===== config.mk =====
export PLATFORM = sky130hd
export DESIGN_NAME = regwr_sel_pipe
export DESIGN_NICKNAME = d
export VERILOG_FILES = /design/src/rtl/regwr_sel_pipe.sv
export SDC_FILE = /design/constraint.sdc
export NUM_CORES = 1
export LEC_CHECK = 0
export ABC_AREA = 1
export BUFFER_PORTS_ARGS = -buffer_cell sky130_fd_sc_hd__buf_2
export CAP_MARGIN = 20
export CORE_UTILIZATION = 25
export DETAILED_ROUTE_END_ITERATION = 10
export HOLD_SLACK_MARGIN = 0.12
export SLEW_MARGIN = 20
export SYNTH_ARGS = -nofsm -noshare
export SYNTH_HDL_FRONTEND = slang
export SYNTH_SLANG_ARGS = --single-unit

===== constraint.sdc =====
create_clock -name clk -period 2.5 [get_ports clk]
set_clock_uncertainty 0.15 [all_clocks]
set_input_delay 0.5 -clock clk [delete_from_list [all_inputs] [get_ports clk]]
set_output_delay 0.5 -clock clk [all_outputs]
set_load 0.02 [all_outputs]

===== src/rtl/regwr_sel_pipe.sv =====
// -----------------------------------------------------------------------------
// regwr_sel_pipe
//
// Registered dual-port write-select decoder for the pipeline register file.
// Two write-back addresses (port A = primary WB, port B = secondary/late WB)
// are decoded into one-hot write-enable vectors and registered for exactly
// one cycle of latency. Supports stall (hold), flush (clear, wins over stall),
// hardwired-zero-register suppression and same-address arbitration in which
// port A wins and port B's write is dropped. Collisions are counted in a
// saturating counter.
//
// Parameters:
//   ADDR_W     address width; NUM_OUT = 2**ADDR_W decoded outputs (derived)
//   ZERO_GUARD 1 = address 0 never produces a write select
//   CNT_W      width of the saturating collision counter
//
// Ports:
//   clk          rising-edge clock
//   rst_n        asynchronous active-low reset
//   stall        hold all registered outputs and the counter
//   flush        clear registered selects on the next edge (beats stall)
//   a_en/a_addr  port A write request and destination register
//   b_en/b_addr  port B write request and destination register
//   sel_a/sel_b  registered one-hot write selects
//   valid_a/_b   registered OR-reduction of the matching select
//   collide      registered: the sampled request had A and B effective to the
//                same address
//   collide_cnt  saturating number of collisions since reset
// -----------------------------------------------------------------------------
module regwr_sel_pipe #(
    parameter int  ADDR_W     = 5,
    parameter bit  ZERO_GUARD = 1'b1,
    parameter int  CNT_W      = 8,
    localparam int NUM_OUT    = 2 ** ADDR_W
) (
    input  logic               clk,
    input  logic               rst_n,
    input  logic               stall,
    input  logic               flush,
    input  logic               a_en,
    input  logic [ADDR_W-1:0]  a_addr,
    input  logic               b_en,
    input  logic [ADDR_W-1:0]  b_addr,
    output logic [NUM_OUT-1:0] sel_a,
    output logic [NUM_OUT-1:0] sel_b,
    output logic               valid_a,
    output logic               valid_b,
    output logic               collide,
    output logic [CNT_W-1:0]   collide_cnt
);

    localparam logic [CNT_W-1:0]  CNT_MAX   = {CNT_W{1'b1}};
    localparam logic [CNT_W-1:0]  CNT_ONE   = {{(CNT_W-1){1'b0}}, 1'b1};
    localparam logic [ADDR_W-1:0] ADDR_ZERO = {ADDR_W{1'b0}};

    // A request is effective when enabled and not aimed at the hardwired
    // zero register (only when the guard is enabled).
    function automatic logic req_eff(input logic en, input logic [ADDR_W-1:0] addr);
        req_eff = en && !(ZERO_GUARD && (addr == ADDR_ZERO));
    endfunction

    logic               a_eff_s;
    logic               b_eff_s;
    logic               collide_s;
    logic               b_keep_s;
    logic [NUM_OUT-1:0] a_dec_s;
    logic [NUM_OUT-1:0] b_dec_s;
    logic [CNT_W-1:0]   cnt_next_s;

    logic [NUM_OUT-1:0] sel_a_r;
    logic [NUM_OUT-1:0] sel_b_r;
    logic               valid_a_r;
    logic               valid_b_r;
    logic               collide_r;
    logic [CNT_W-1:0]   collide_cnt_r;

    // Request qualification and same-address arbitration (A wins, B dropped).
    always_comb begin
        a_eff_s   = req_eff(a_en, a_addr);
        b_eff_s   = req_eff(b_en, b_addr);
        collide_s = a_eff_s && b_eff_s && (a_addr == b_addr);
        b_keep_s  = b_eff_s && !collide_s;
    end

    // One comparator per output line; each decoded vector is one-hot or zero.
    for (genvar i = 0; i < NUM_OUT; i++) begin : g_dec
        assign a_dec_s[i] = a_eff_s  && (a_addr == ADDR_W'(i));
        assign b_dec_s[i] = b_keep_s && (b_addr == ADDR_W'(i));
    end

    // Saturating increment of the collision counter; no wrap at full scale.
    always_comb begin
        cnt_next_s = collide_cnt_r;
        if (collide_s && (collide_cnt_r != CNT_MAX)) begin
            cnt_next_s = collide_cnt_r + CNT_ONE;
        end else begin
            cnt_next_s = collide_cnt_r;
        end
    end

    // Output registers: flush clears selects (counter kept), stall holds all.
    always_ff @(posedge clk or negedge rst_n) begin
        if (!rst_n) begin
            sel_a_r       <= {NUM_OUT{1'b0}};
            sel_b_r       <= {NUM_OUT{1'b0}};
            valid_a_r     <= 1'b0;
            valid_b_r     <= 1'b0;
            collide_r     <= 1'b0;
            collide_cnt_r <= {CNT_W{1'b0}};
        end else if (flush) begin
            sel_a_r       <= {NUM_OUT{1'b0}};
            sel_b_r       <= {NUM_OUT{1'b0}};
            valid_a_r     <= 1'b0;
            valid_b_r     <= 1'b0;
            collide_r     <= 1'b0;
            collide_cnt_r <= collide_cnt_r;
        end else if (stall) begin
            sel_a_r       <= sel_a_r;
            sel_b_r       <= sel_b_r;
            valid_a_r     <= valid_a_r;
            valid_b_r     <= valid_b_r;
            collide_r     <= collide_r;
            collide_cnt_r <= collide_cnt_r;
        end else begin
            sel_a_r       <= a_dec_s;
            sel_b_r       <= b_dec_s;
            valid_a_r     <= a_eff_s;
            valid_b_r     <= b_keep_s;
            collide_r     <= collide_s;
            collide_cnt_r <= cnt_next_s;
        end
    end

    assign sel_a       = sel_a_r;
    assign sel_b       = sel_b_r;
    assign valid_a     = valid_a_r;
    assign valid_b     = valid_b_r;
    assign collide     = collide_r;
    assign collide_cnt = collide_cnt_r;

endmodule


Yosys cells after proc, flatten, opt, wreduce, memory -nomap -nowiden
Index checks and enable logic that the tools add are counted.
- register bits after elaboration: 75
- input port bits: 16
- $add $sub $neg: 1
- equality and inequality tests: 65
- muxes and demuxes: 10
- bitwise gates (word level): 2
- reductions and logical operators: 76
- operators with widths (operator ; count):
    $eq A5 B5 Y1 const B ; 32
    $mux W32 ; 4
    $eq A5 B4 Y1 const B ; 16
    $logic_and A1 B1 Y1 ; 70
    $eq A5 B3 Y1 const B ; 8
    $eq A5 B2 Y1 const B ; 4
    $eq A5 B1 Y1 const B ; 2
    $logic_not A5 Y1 ; 2
    $add A8 B1 Y8 const B ; 1
    $ne A8 B8 Y1 const B ; 1
    $mux W1 ; 6
    $eq A5 B5 Y1 ; 1
    $logic_not A1 Y1 ; 3
    $reduce_and A3 Y1 ; 1
    $ne A2 B1 Y1 const B ; 1
    $not A1 Y1 ; 2

Longest topological paths before layout
Gate-level depths: netlist of run 1.
- word-level depth: 10
- depth in mapped cells: 10
- depth with buffers taken out: 10

Worst setup path after synthesis of run 1
Ideal clock, no wire load.
- kind: input to register
- start point: input port b_addr[4]
- end point: register sel_b_r[17] (netlist: sel_b[17])
- data arrival time: 1454 ps
- path slack: 778 ps
- cell stages on the path: 8
- buffers on the path: 2
- path through: buf_2 -> xnor2_1 -> nand2_1 -> nor2_2 -> nand2_4 -> nand2_4 -> buf_12 -> o21ai_2
- word-level cells in the longest chain between the ends: 10
- elaborated cells on any way between the ends: 12
- ends and longest elaborated chain (item ; line ; RTL):
    start, declared ; 43 ; input logic [ADDR_W-1:0] b_addr,
    $logic_not A5 Y1 ; 59 ; req_eff = en && !(ZERO_GUARD && (addr == ADDR_ZERO));
    $logic_not A1 Y1 ; 59 ;
    $logic_and A1 B1 Y1 ; 59 ;
    $logic_and A1 B1 Y1 (2 in series) ; 81 ; collide_s = a_eff_s && b_eff_s && (a_addr == b_addr);
    $logic_not A1 Y1 ; 82 ; b_keep_s = b_eff_s && !collide_s;
    $logic_and A1 B1 Y1 ; 82 ;
    $logic_and A1 B1 Y1 (*) ; 88 ; assign b_dec_s[i] = b_keep_s && (b_addr == ADDR_W'(i));
    $mux W32 (*) ; 117 ; end else if (stall) begin
    $mux W32 (*) ; 110 ; end else if (flush) begin
    end signal, assigned ; 112 ; sel_b_r <= {NUM_OUT{1'b0}};
    end signal, assigned ; 119 ; sel_b_r <= sel_b_r;
    end signal, assigned ; 126 ; sel_b_r <= b_dec_s;
    end, declared ; 71 ; logic [NUM_OUT-1:0] sel_b_r;
Every way passes the cells marked *; elsewhere a longest branch is shown, timed or not. The select of a mux whose other input is x is not followed.
A chain may end at the register's enable or synchronous reset.

Final worst setup path of run 1
- start point: register collide_cnt_r[0] (netlist: collide_cnt[0])
- end point: register collide_cnt_r[7] (netlist: collide_cnt[7])
- word-level cells in the longest chain between the ends: 3
- elaborated cells on any way between the ends: 4
- ends and longest elaborated chain (item ; line ; RTL):
    start, declared ; 75 ; logic [CNT_W-1:0] collide_cnt_r;
    start signal, assigned ; 109 ; collide_cnt_r <= {CNT_W{1'b0}};
    start signal, assigned ; 116 ; collide_cnt_r <= collide_cnt_r;
    start signal, assigned ; 123 ; collide_cnt_r <= collide_cnt_r;
    parallel branches: the longest is 3 deep, another holds $add A8 B1 Y8 ; n/a ;
Several ways; the timed one is not identified.

==> results.ini, run 1 <==
[floorplanning]
design.portCount = 91
die_width_um = 122
fp-row-count = 43
dieHeight_um = 122
die_area_mm2 = 0.0150
initial_utilization_pct = 25.9
core-area_mm2 = 0.0140

[sta]
layout_setup_ws_ps = 653
post-route-min-period_ps = 1850
actual_transition_at_the_worst_max_transition_pin_ps = 679
period_share_pct = 73.9
max_slew_margin_pct = 54.6
rsz0062_at_grt = no
timing_max_transition_violations_final = 0
hold_slack_ps = 325
timing.final.setup_violations = 0
fmaxAchievable_mhz = 542
final_hold_violating_endpoints = 0
tns_ps = 0

[drt]
drt.antenna.violating_nets = 0
detail_route.wirelength_um = 10600
initial_drc_count = 219
detailroute.via_count = 3204
avgRoutedWirePerCell_um = 15.4
route.detailed.vias_per_inst = 4.64
residual_drc_count = 0
detail_route.first_pass.iterations = 4

[finish]
layout.filler_cells = 1515
layout-drive-gt1-share_pct = 32.5
nets = 522
final_core_area_utilization_pct = 32.9
finish.cell_count_without_fillers = 691
area.growth.synth_to_final_pct = 27.2

[critical_path]
timing_worst_setup_path_type = register to register
critPathMaxFanout = 7
worst-endpoint-arrival_ps = 1970
cpMostUsedCell = sky130_fd_sc_hd__nand2_1
critical_path.slowest_cell = sky130_fd_sc_hd__dfrtp_1
crit_path_start_kind = register
worstPathCellList = ha_1 -> inv_1 -> nor2_1 -> nand2_1 -> nand4_2 -> nand2_1 -> nand2_1
endpoint_class_of_the_critical_path = register
critical_path.max_stage_delay_ps = 420
cp_data_required_time_ps = 2620

[synth]
postSynthAreaPerCell_um2 = 8.76
synth.net_count = 430
synth_top_area_share_pct = 51.9
synth_seq_cells = 75
synthesis.yosys.warnings = 0
postSynthCellCount = 413
synthTopCellsByArea = sky130_fd_sc_hd__dfrtp_1 (52%), sky130_fd_sc_hd__nand2_1 (12%), sky130_fd_sc_hd__nand3_1 (9.1%), sky130_fd_sc_hd__o21ai_2 (7.0%), sky130_fd_sc_hd__o21ai_0 (4.7%)
synth.yosys.seq_area_share_pct = 51.9
synth.lib_cells_used.distinct = 26
synth_largest_area_cell = sky130_fd_sc_hd__dfrtp_1
combined_area_of_all_synthesized_cells_mm2 = 0.00362

[clocking]
cts_max_path_buffers = 2
clkLatencyLatePin_ps = 340
cell_chosen_for_the_clock_root = sky130_fd_sc_hd__clkbuf_16
htreeDepth = 3
cts_sinks = 75
cts.reportedPaths.clkPinSlew_ps = 60
tritoncts.num_buffers = 9
tritoncts = built

[hold_path]
hold_path_class = register to register

[global_route]
grt_pass1_vias = 3197
grt-ovfl-total = 0
grt_max_degree = 42
grt_antenna_before_repair = 2
global_route.usage.total_pct = 14.9
grt_pass1_wl_um = 16900

[pwr]
pwr-share-seq_pct = 42.5
p_switching_w = 0.000720
ir_drop_mv = 0.263
pwr-share-comb_pct = 8.6
power_per_cell_area_mw_per_mm2 = 633
power_report.internal_total_w = 0.00219
share_clk_of_total_power_pct = 49.0
switching_share_pct = 24.7
leakage_nw = 2.29

[outcome]
run_status = completed

[place]
io_buffers = 90
place_hpwl_um = 7540
placedCellCount = 673
globalplace.congestion = 0.767
pre_cts_ws_ps = 372

[job]
maxCapViolCount = 0

## what timing repair did
| item | CTS | global route |
|---|---|---|
| buffers inserted | 0 | 0 |
| hold buffers | 1 | 0 |
| gates resized for setup | 0 | 0 |
| hold endpoints to repair | 34 | 0 |
## critical path, delay by kind of cell, from the launching register on
kind          cells  cell delay, ps
buf+inv           1              50
fa+ha+maj         1             210
flops             1             420
simple gates      5             960
## cells in the mapped netlist (all sizes together)
cell    instances
a21oi           1
buf             9
clkbuf         11
clkinv          1
dfrtp          75
ha              1
inv            25
nand2         117
nand3          68
nand4          10
nor2           26
nor3            1
o21ai          63
xnor2           2
xor2            3
## per-layer routing
layer / vias up / wire [um] / global-route usage (%)
li1: 1546 / - / -
met1: 1540 / 4750 / 19.1
met2: 104 / 4920 / 23.1
met3: 12 / 825 / 5.48
met4: 2 / 112 / 4.80
met5: - / 8 / 0
## final timing paths
| kind | startpoint | slack (ps) | end | cells after the start |
|---|---|---|---|---|
| max in group asynchronous | rst_n | 1100 | collide_cnt[4]$_DFFE_PN0P_ | 3 |
| worst max-delay path | collide_cnt[0]$_DFFE_PN0P_ | 650 | collide_cnt[7]$_DFFE_PN0P_ | 7 |
| worst min register to register | sel_a[21]$_DFFE_PN0P_ | 320 | sel_a[21]$_DFFE_PN0P_ | 2 |
| worst min-delay path | sel_a[21]$_DFFE_PN0P_ | 320 | sel_a[21]$_DFFE_PN0P_ | 2 |
| worst max register to register | collide_cnt[0]$_DFFE_PN0P_ | 650 | collide_cnt[7]$_DFFE_PN0P_ | 7 |
| min in group asynchronous | rst_n | 530 | sel_b[0]$_DFFE_PN0P_ | 2 |
## placed cells by master, fill, tap and decap left out, drive strengths merged
master / Yosys / layout
a21oi: 1 / 1
buf: 9 / 100
bufinv: 0 / 2
clkbuf: 11 / 10
clkinv: 1 / 3
clkinvlp: 0 / 2
dfrtp: 75 / 75
diode: 0 / 1
dlygate4sd3: 0 / 1
ha: 1 / 1
inv: 25 / 25
nand2: 117 / 117
nand3: 68 / 68
nand4: 10 / 10
nor2: 26 / 26
nor3: 1 / 1
o21ai: 63 / 63
xnor2: 2 / 2
xor2: 3 / 3
## flip-flops by register name (all words and copies together), names as in the netlist
signal,flops
valid_b,1
valid_a,1
sel_a,32
collide_cnt,8
collide,1
sel_b,32
## cells by family after synthesis
| group | after synthesis | synth area share (%) |
|---|---|---|
| xor gates and xnor gates | 5 | 1.21 |
| AOI/OAI and AO/OA | 64 | 11.9 |
| buffers and inverters | 46 | 6.33 |
| DFF | 75 | 51.9 |
| adders and majority gates | 1 | 0.346 |
| and+or+nand+nor | 222 | 28.4 |
## area by class of cell
class	instances	area (um^2)	share of cell area, %
Sequential cell	75	1880	40.8
Multi-Input combinational cell	292	1520	33.0
Timing Repair Buffer	101	551	12.0
Clock buffer	10	239	5.20
Tap cell	180	225	4.90
Inverter	26	97.6	2.12
Clock inverter	6	88.8	1.93
Antenna cell	1	2.50	0.0544
## power groups by stage
| stage | sequential [W] | clock [W] | combinational (W) |
|---|---|---|---|
| after detailed placement | 0.00126 | 0 | 0.000251 |
| after global routing | 0.00124 | 0.00152 | 0.000279 |
| after CTS | 0.00124 | 0.00146 | 0.000253 |
| after global placement | 0.00126 | 0 | 0.000246 |
| final | 0.00124 | 0.00143 | 0.000249 |
| after floorplan | 0.00127 | 0 | 0.000133 |
## through the flow
stage          power (W)  area, um^2
2_1_floorplan    0.00140        3620
3_3_place_gp     0.00150        4260
3_5_place_dp     0.00151        4260
4_1_cts          0.00295        4600
5_1_grt          0.00304        4600
6_report         0.00291        4600
Note: power is estimated with default switching activity, not from simulation.
==> run 2: changes to the inputs <==
Clock period 2.5 ns to 1.65 ns, I/O delays scaled along.
==> run 2 against run 1 <==
Total power increased by 47%. Combinational power grew 78%. Non-clock buffer count up 28. Hold slack got worse by 120 ps. Setup slack got worse by 530 ps. Largest cell class unchanged. Largest power group unchanged. Highest routed layer unchanged.
==> results.ini, run 2 (same netlist as run 1, synthesis figures left out) <==
[critical_path]
endpoint_class_of_the_critical_path = primary output  ; was register
cp_data_required_time_ps = 1170  ; was 2620 ps
timing_worst_setup_path_type = register to primary output  ; was register to register
crit_path_start_kind = register  ; unchanged
worst-endpoint-arrival_ps = 1050  ; was 1970 ps
regToRegSetupSlack_ps = 120  ; was 650 ps
critPathMaxFanout = 4  ; was 7

[clocking]
clkLatencyLatePin_ps = 340  ; about the same
cts.reportedPaths.clkPinSlew_ps = 60  ; about the same
post-cts-setup-buffers = 0  ; unchanged
tritoncts = built  ; unchanged
cts_sinks = 75  ; unchanged
cts_max_path_buffers = 2  ; unchanged
tritoncts.num_buffers = 9  ; unchanged
htreeDepth = 3  ; unchanged
cell_chosen_for_the_clock_root = sky130_fd_sc_hd__clkbuf_16  ; unchanged

[place]
io_buffers = 90  ; unchanged
place_hpwl_um = 7420  ; was 7540 um
globalplace.congestion = 0.797  ; was 0.767
pre_cts_ws_ps = -45.8  ; was 372 ps
placedCellCount = 701  ; was 673

[drt]
detail_route.wirelength_um = 10300  ; was 10,600 um
drt.antenna.violating_nets = 0  ; unchanged
avgRoutedWirePerCell_um = 14.4  ; was 15.4 um
residual_drc_count = 0  ; unchanged
route.detailed.vias_per_inst = 4.47  ; was 4.64
detailroute.via_count = 3214  ; was 3,204
initial_drc_count = 192  ; was 219
detail_route.first_pass.iterations = 4  ; unchanged

[job]
maxCapViolCount = 0  ; unchanged

[sta]
timing_max_transition_violations_final = 0  ; unchanged
period_share_pct = 92.7
tns_ps = 0  ; unchanged
layout_setup_ws_ps = 120  ; was 653 ps
actual_transition_at_the_worst_max_transition_pin_ps = 446  ; was 679 ps
fmaxAchievable_mhz = 653
post-route-min-period_ps = 1530
final_hold_violating_endpoints = 0  ; unchanged
max_slew_margin_pct = 70.2  ; was 54.6%
rsz0062_at_grt = yes  ; was no
timing.final.setup_violations = 0  ; unchanged

[outcome]
run_status = completed  ; unchanged

[pwr]
power_per_cell_area_mw_per_mm2 = 888  ; was 633 mW/mm^2
leakage_nw = 2.44  ; was 2.29 nW
power_report.internal_total_w = 0.00321  ; was 0.00219 W
switching_share_pct = 25.2  ; was 24.7%
pwr-share-comb_pct = 10.4  ; was 8.6%
ir_drop_mv = 0.427  ; was 0.263 mV
share_clk_of_total_power_pct = 46.1  ; was 49.0%
pwr-share-seq_pct = 43.5  ; was 42.5%
p_switching_w = 0.00108  ; was 0.000720 W

[global_route]
grt-ovfl-total = 0  ; unchanged
global_route.usage.total_pct = 14.7  ; was 14.9%
grt_antenna_before_repair = 2  ; unchanged
grt_max_degree = 35  ; was 42
grt_pass1_wl_um = 16600  ; was 16,900 um
grt_pass1_vias = 3148  ; was 3,197

[floorplanning]
initial_utilization_pct = 25.9  ; unchanged
design.portCount = 91  ; unchanged
dieHeight_um = 122  ; unchanged
core-area_mm2 = 0.0140  ; unchanged
die_area_mm2 = 0.0150  ; unchanged
die_width_um = 122  ; unchanged
fp-row-count = 43  ; unchanged

[finish]
mostFrequentLayoutCell = sky130_fd_sc_hd__nand2_1  ; unchanged
finish.cell_count_without_fillers = 719  ; was 691
final_cell_mix = sky130_fd_sc_hd__nand2_1 (111), sky130_fd_sc_hd__buf_2 (89), sky130_fd_sc_hd__dfrtp_1 (74)  ; was sky130_fd_sc_hd__nand2_1 (112), sky130_fd_sc_hd__buf_2 (89), sky130_fd_sc_hd__dfrtp_1 (75)
nets = 550  ; was 522
layout-drive-gt1-share_pct = 36.2  ; was 32.5%
area.growth.synth_to_final_pct = 33.6  ; was 27.2%

[hold_path]
hold_path_class = input pin to register  ; was register to register

run 2: cell types whose count changed in the layout (fill, tap and decap cells not counted):
| cell | delta |
|---|---|
| sky130_fd_sc_hd__clkbuf_1 | +1 |
| sky130_fd_sc_hd__buf_4 | +24 |
| sky130_fd_sc_hd__dfrtp_1 | -1 |
| sky130_fd_sc_hd__dfrtp_2 | +1 |
| sky130_fd_sc_hd__bufinv_16 | -1 |
| sky130_fd_sc_hd__nand2_1 | -1 |
| sky130_fd_sc_hd__nand2_2 | +1 |
| sky130_fd_sc_hd__clkinv_2 | +2 |
| sky130_fd_sc_hd__clkinvlp_4 | -1 |
| sky130_fd_sc_hd__buf_12 | +4 |
| sky130_fd_sc_hd__clkinv_4 | -1 |
run 2: area by class of cell:
| cell class | count | area, um^2 |
|---|---|---|
| tap | 180 | 225 |
| sequential | 75 | 1880 |
| timing repair buffer | 129 | 811 |
| clock inverter | 5 | 52.6 |
| clock buffer | 11 | 243 |
| antenna | 1 | 2.50 |
| multi-input combinational | 292 | 1520 |
| inverter | 26 | 97.6 |
| fill | 1505 | 9160 |
run 2: stage by stage:
| step | hold slack, ps | area, um^2 | utilization, % | power (W) |
|---|---|---|---|---|
| floorplan | -116 | 3620 | - | 0.00213 |
| global placement | 159 | 4520 | 32.3 | 0.00235 |
| detailed placement | 162 | 4520 | 32.3 | 0.00235 |
| CTS | 194 | 4830 | 34.5 | 0.00436 |
| global route | 228 | 4830 | 34.5 | 0.00449 |
| finish | 202 | 4830 | 34.5 | 0.00429 |
run 2: timing repair:
action	CTS	global route
endpoints found under the hold margin	26	0
gates resized for setup	0	1
endpoints found under the setup margin	0	7
hold buffers	1	0
run 2: power groups by stage:
stage               Clock [W]  Sequential, W  Combinational (W)
floorplan                   0        0.00193           0.000201
global placement            0        0.00190           0.000445
detailed placement          0        0.00190           0.000450
CTS                   0.00204        0.00187           0.000452
global route          0.00213        0.00187           0.000496
finish                0.00198        0.00187           0.000444
run 2: path summary, 6_finish.rpt:
path                                            start  depth (start not counted)                         end
max reg2reg                collide_cnt[0]$_DFFE_PN0P_                          7  collide_cnt[1]$_DFFE_PN0P_
max in group asynchronous                       rst_n                          3        sel_a[8]$_DFFE_PN0P_
max                        collide_cnt[0]$_DFFE_PN0P_                          2              collide_cnt[0]
min in group asynchronous                       rst_n                          2       sel_b[30]$_DFFE_PN0P_
min                                             stall                          4         collide$_DFFE_PN0P_
min reg2reg                       valid_a$_DFFE_PN0P_                          2         valid_a$_DFFE_PN0P_
run 2: routing by layer:
layer  share of wire, %  GRT usage [%]
met4                1.2           4.73
met3                7.5           5.72
met2                 43           21.8
met1                 48           19.6
met5               0.13              0
run 2: critical path, cell delays in order, from the launching register on:
cell and delay (ps):
sky130_fd_sc_hd__dfrtp_2 410, sky130_fd_sc_hd__buf_4 150, sky130_fd_sc_hd__buf_2 160
==> run 3: changes to the inputs <==
Clock period 1.65 ns to 1.3 ns, I/O delays scaled along.
==> run 3 against run 2 <==
The run now ends with negative setup slack left. Final cell count grew 10%. Critical endpoint unchanged. Combinational power grew 58%. Highest routed layer is now met4. Largest cell class is now non-clock buffers. Utilization grew 8.7 points. First-iteration DRC count grew 55%. Sequential cell count is the same. Clock power grew 30%. Setup slack lost 260 ps. Register-to-register slack lost 230 ps.
==> results.ini, run 3 (same netlist as run 1, synthesis figures left out) <==
[outcome]
run_status = finished, violations left  ; was completed
violated_checks = negative setup slack

[finish]
finish.cell_count_without_fillers = 793  ; was 719
area.growth.synth_to_final_pct = 67.2  ; was 33.6%
mostFrequentLayoutCell = sky130_fd_sc_hd__nand2_1  ; unchanged
final_cell_mix = sky130_fd_sc_hd__nand2_1 (106), sky130_fd_sc_hd__buf_4 (103), sky130_fd_sc_hd__buf_6 (80)  ; was sky130_fd_sc_hd__nand2_1 (111), sky130_fd_sc_hd__buf_2 (89), sky130_fd_sc_hd__dfrtp_1 (74)
finalInstanceArea_mm2 = 0.00605  ; was 0.00483 mm^2
layout.filler_cells = 1364  ; was 1,505
nets = 626  ; was 550
final_core_area_utilization_pct = 43.2  ; was 34.5%
num_antenna_cells = 0  ; was 1
layout-drive-gt1-share_pct = 48.0  ; was 36.2%

[critical_path]
cp_data_required_time_ps = 890  ; was 1170 ps
cpLargestDelayFamily = flip-flops  ; unchanged
cpMostUsedCell = sky130_fd_sc_hd__buf_6
crit_path_start_kind = register  ; unchanged
critPathMaxFanout = 3  ; was 4
timing_worst_setup_path_type = register to primary output  ; unchanged
critical_path_buf_inv_count = 2  ; unchanged
worst-endpoint-arrival_ps = 1030  ; was 1050 ps
endpoint_class_of_the_critical_path = primary output  ; unchanged
critical_path.slowest_cell = sky130_fd_sc_hd__dfrtp_2  ; unchanged
worstPathCellList = buf_6 -> buf_6  ; was buf_4 -> buf_2
critical_path.max_stage_delay_ps = 440  ; was 410 ps

[clocking]
htreeDepth = 3  ; unchanged
cts_max_path_buffers = 2  ; unchanged
tritoncts = built  ; unchanged
clkLatencyLatePin_ps = 340  ; about the same
cell_chosen_for_the_clock_root = sky130_fd_sc_hd__clkbuf_16  ; unchanged
cts_sinks = 75  ; unchanged
cts.reportedPaths.clkPinSlew_ps = 60  ; about the same
tritoncts.num_buffers = 9  ; unchanged

[drt]
initial_drc_count = 298  ; was 192
avgRoutedWirePerCell_um = 14.3  ; was 14.4 um
route.detailed.vias_per_inst = 4.51  ; was 4.47
detailroute.via_count = 3575  ; was 3,214
detail_route.wirelength_um = 11400  ; was 10,300 um
residual_drc_count = 0  ; unchanged
drt.antenna.violating_nets = 0  ; unchanged
detail_route.first_pass.iterations = 4  ; unchanged

[sta]
rsz0062_at_grt = yes  ; unchanged
fmaxAchievable_mhz = 695
period_share_pct = 111
layout_setup_ws_ps = -140  ; was 120 ps
actual_transition_at_the_worst_max_transition_pin_ps = 340  ; was 446 ps
final_hold_violating_endpoints = 0  ; unchanged
timing.final.setup_violations = 18  ; was 0
post-route-min-period_ps = 1440
timing_max_transition_violations_final = 0  ; unchanged
max_slew_margin_pct = 77.3  ; was 70.2%

[floorplanning]
fp-row-count = 43  ; unchanged
core-area_mm2 = 0.0140  ; unchanged
dieHeight_um = 122  ; unchanged
die_area_mm2 = 0.0150  ; unchanged
die_width_um = 122  ; unchanged
initial_utilization_pct = 25.9  ; unchanged
design.portCount = 91  ; unchanged

[pwr]
leakage_nw = 2.95  ; was 2.44 nW
power_per_cell_area_mw_per_mm2 = 936  ; was 888 mW/mm^2
ir_drop_mv = 0.613  ; was 0.427 mV

[global_route]
grt-ovfl-total = 0  ; unchanged
grt_pass1_wl_um = 17800  ; was 16,600 um
grt_antenna_before_repair = 1  ; was 2
grt_pass1_vias = 3582  ; was 3,148
global_route.usage.total_pct = 15.7  ; was 14.7%
grt_max_degree = 36  ; was 35

[place]
globalplace.congestion = 0.797  ; about the same
io_buffers = 90  ; unchanged
standard_cell_area_after_detailed_placement_mm2 = 0.00478  ; was 0.00452 mm^2
pre_cts_ws_ps = -342  ; was -45.8 ps
place_hpwl_um = 7740  ; was 7420 um
placedCellCount = 723  ; was 701

[job]
maxCapViolCount = 0  ; unchanged

[hold_path]
hold_path_class = input pin to register  ; unchanged

-- run 3: worst paths after layout --
kind,from,endpoint,slack [ps],cells past startpoint
max,collide_cnt[0]$_DFFE_PN0P_,collide_cnt[0],-140,2
min,a_addr[1],sel_a[31]$_DFFE_PN0P_,200,5
max reg2reg,collide_cnt[7]$_DFFE_PN0P_,collide_cnt[2]$_DFFE_PN0P_,-110,7
min reg2reg,sel_b[0]$_DFFE_PN0P_,sel_b[0]$_DFFE_PN0P_,340,2
max in group asynchronous,rst_n,sel_b[31]$_DFFE_PN0P_,290,3
min in group asynchronous,rst_n,sel_a[9]$_DFFE_PN0P_,230,2
-- run 3: metal layers --
layer / vias to the layer above / track usage, % / part of all wire [%]
met5: - / 0 / 0
met4: 0 / 6.02 / 1.8
met3: 15 / 5.11 / 4.9
met2: 83 / 25.4 / 49
met1: 1721 / 19.5 / 44
li1: 1756 / - / -
-- run 3: power by group --
part / internal, W / total [W] / switching [W]
registers: 0.00236 / 0.00238 / 0.0000241
logic: 0.000298 / 0.000702 / 0.000403
clock network: 0.00163 / 0.00258 / 0.000946
-- run 3: tightest hold or removal path, stage by stage --
cell                      delay (ps)
sky130_fd_sc_hd__buf_6           110
sky130_fd_sc_hd__nand2_1          80
sky130_fd_sc_hd__nor2_1           70
sky130_fd_sc_hd__nand2_1          50
sky130_fd_sc_hd__o21ai_0          70
-- run 3: what timing repair did --
| item | 4_1_cts | 5_1_grt |
|---|---|---|
| endpoints found under the hold margin | 75 | 0 |
| pin swaps | 21 | 15 |
| gates resized for setup | 128 | 41 |
| endpoints found under the setup margin | 72 | 110 |
| hold buffers | 1 | 0 |
| cloned | 0 | 2 |
| buffers inserted | 34 | 18 |
-- run 3: final cells by class --
type / count / area [um^2] / share of cell area, %
Tap cell: 180 / 225 / 3.72
Timing Repair Buffer: 204 / 1890 / 31.3
Clock inverter: 2 / 35.0 / 0.579
Multi-Input combinational cell: 293 / 1640 / 27.1
Clock buffer: 13 / 270 / 4.47
Inverter: 26 / 100 / 1.65
Sequential cell: 75 / 1890 / 31.2
-- run 3: stage by stage --
step                      power, W  hold slack, ps  TNS (ps)
after floorplan            0.00273            -186     -4110
final                      0.00566             195     -1520
after global routing       0.00592             209     -2970
after global placement     0.00303            30.1    -11570
after detailed placement   0.00305            32.1    -14420
after CTS                  0.00570             194     -2050
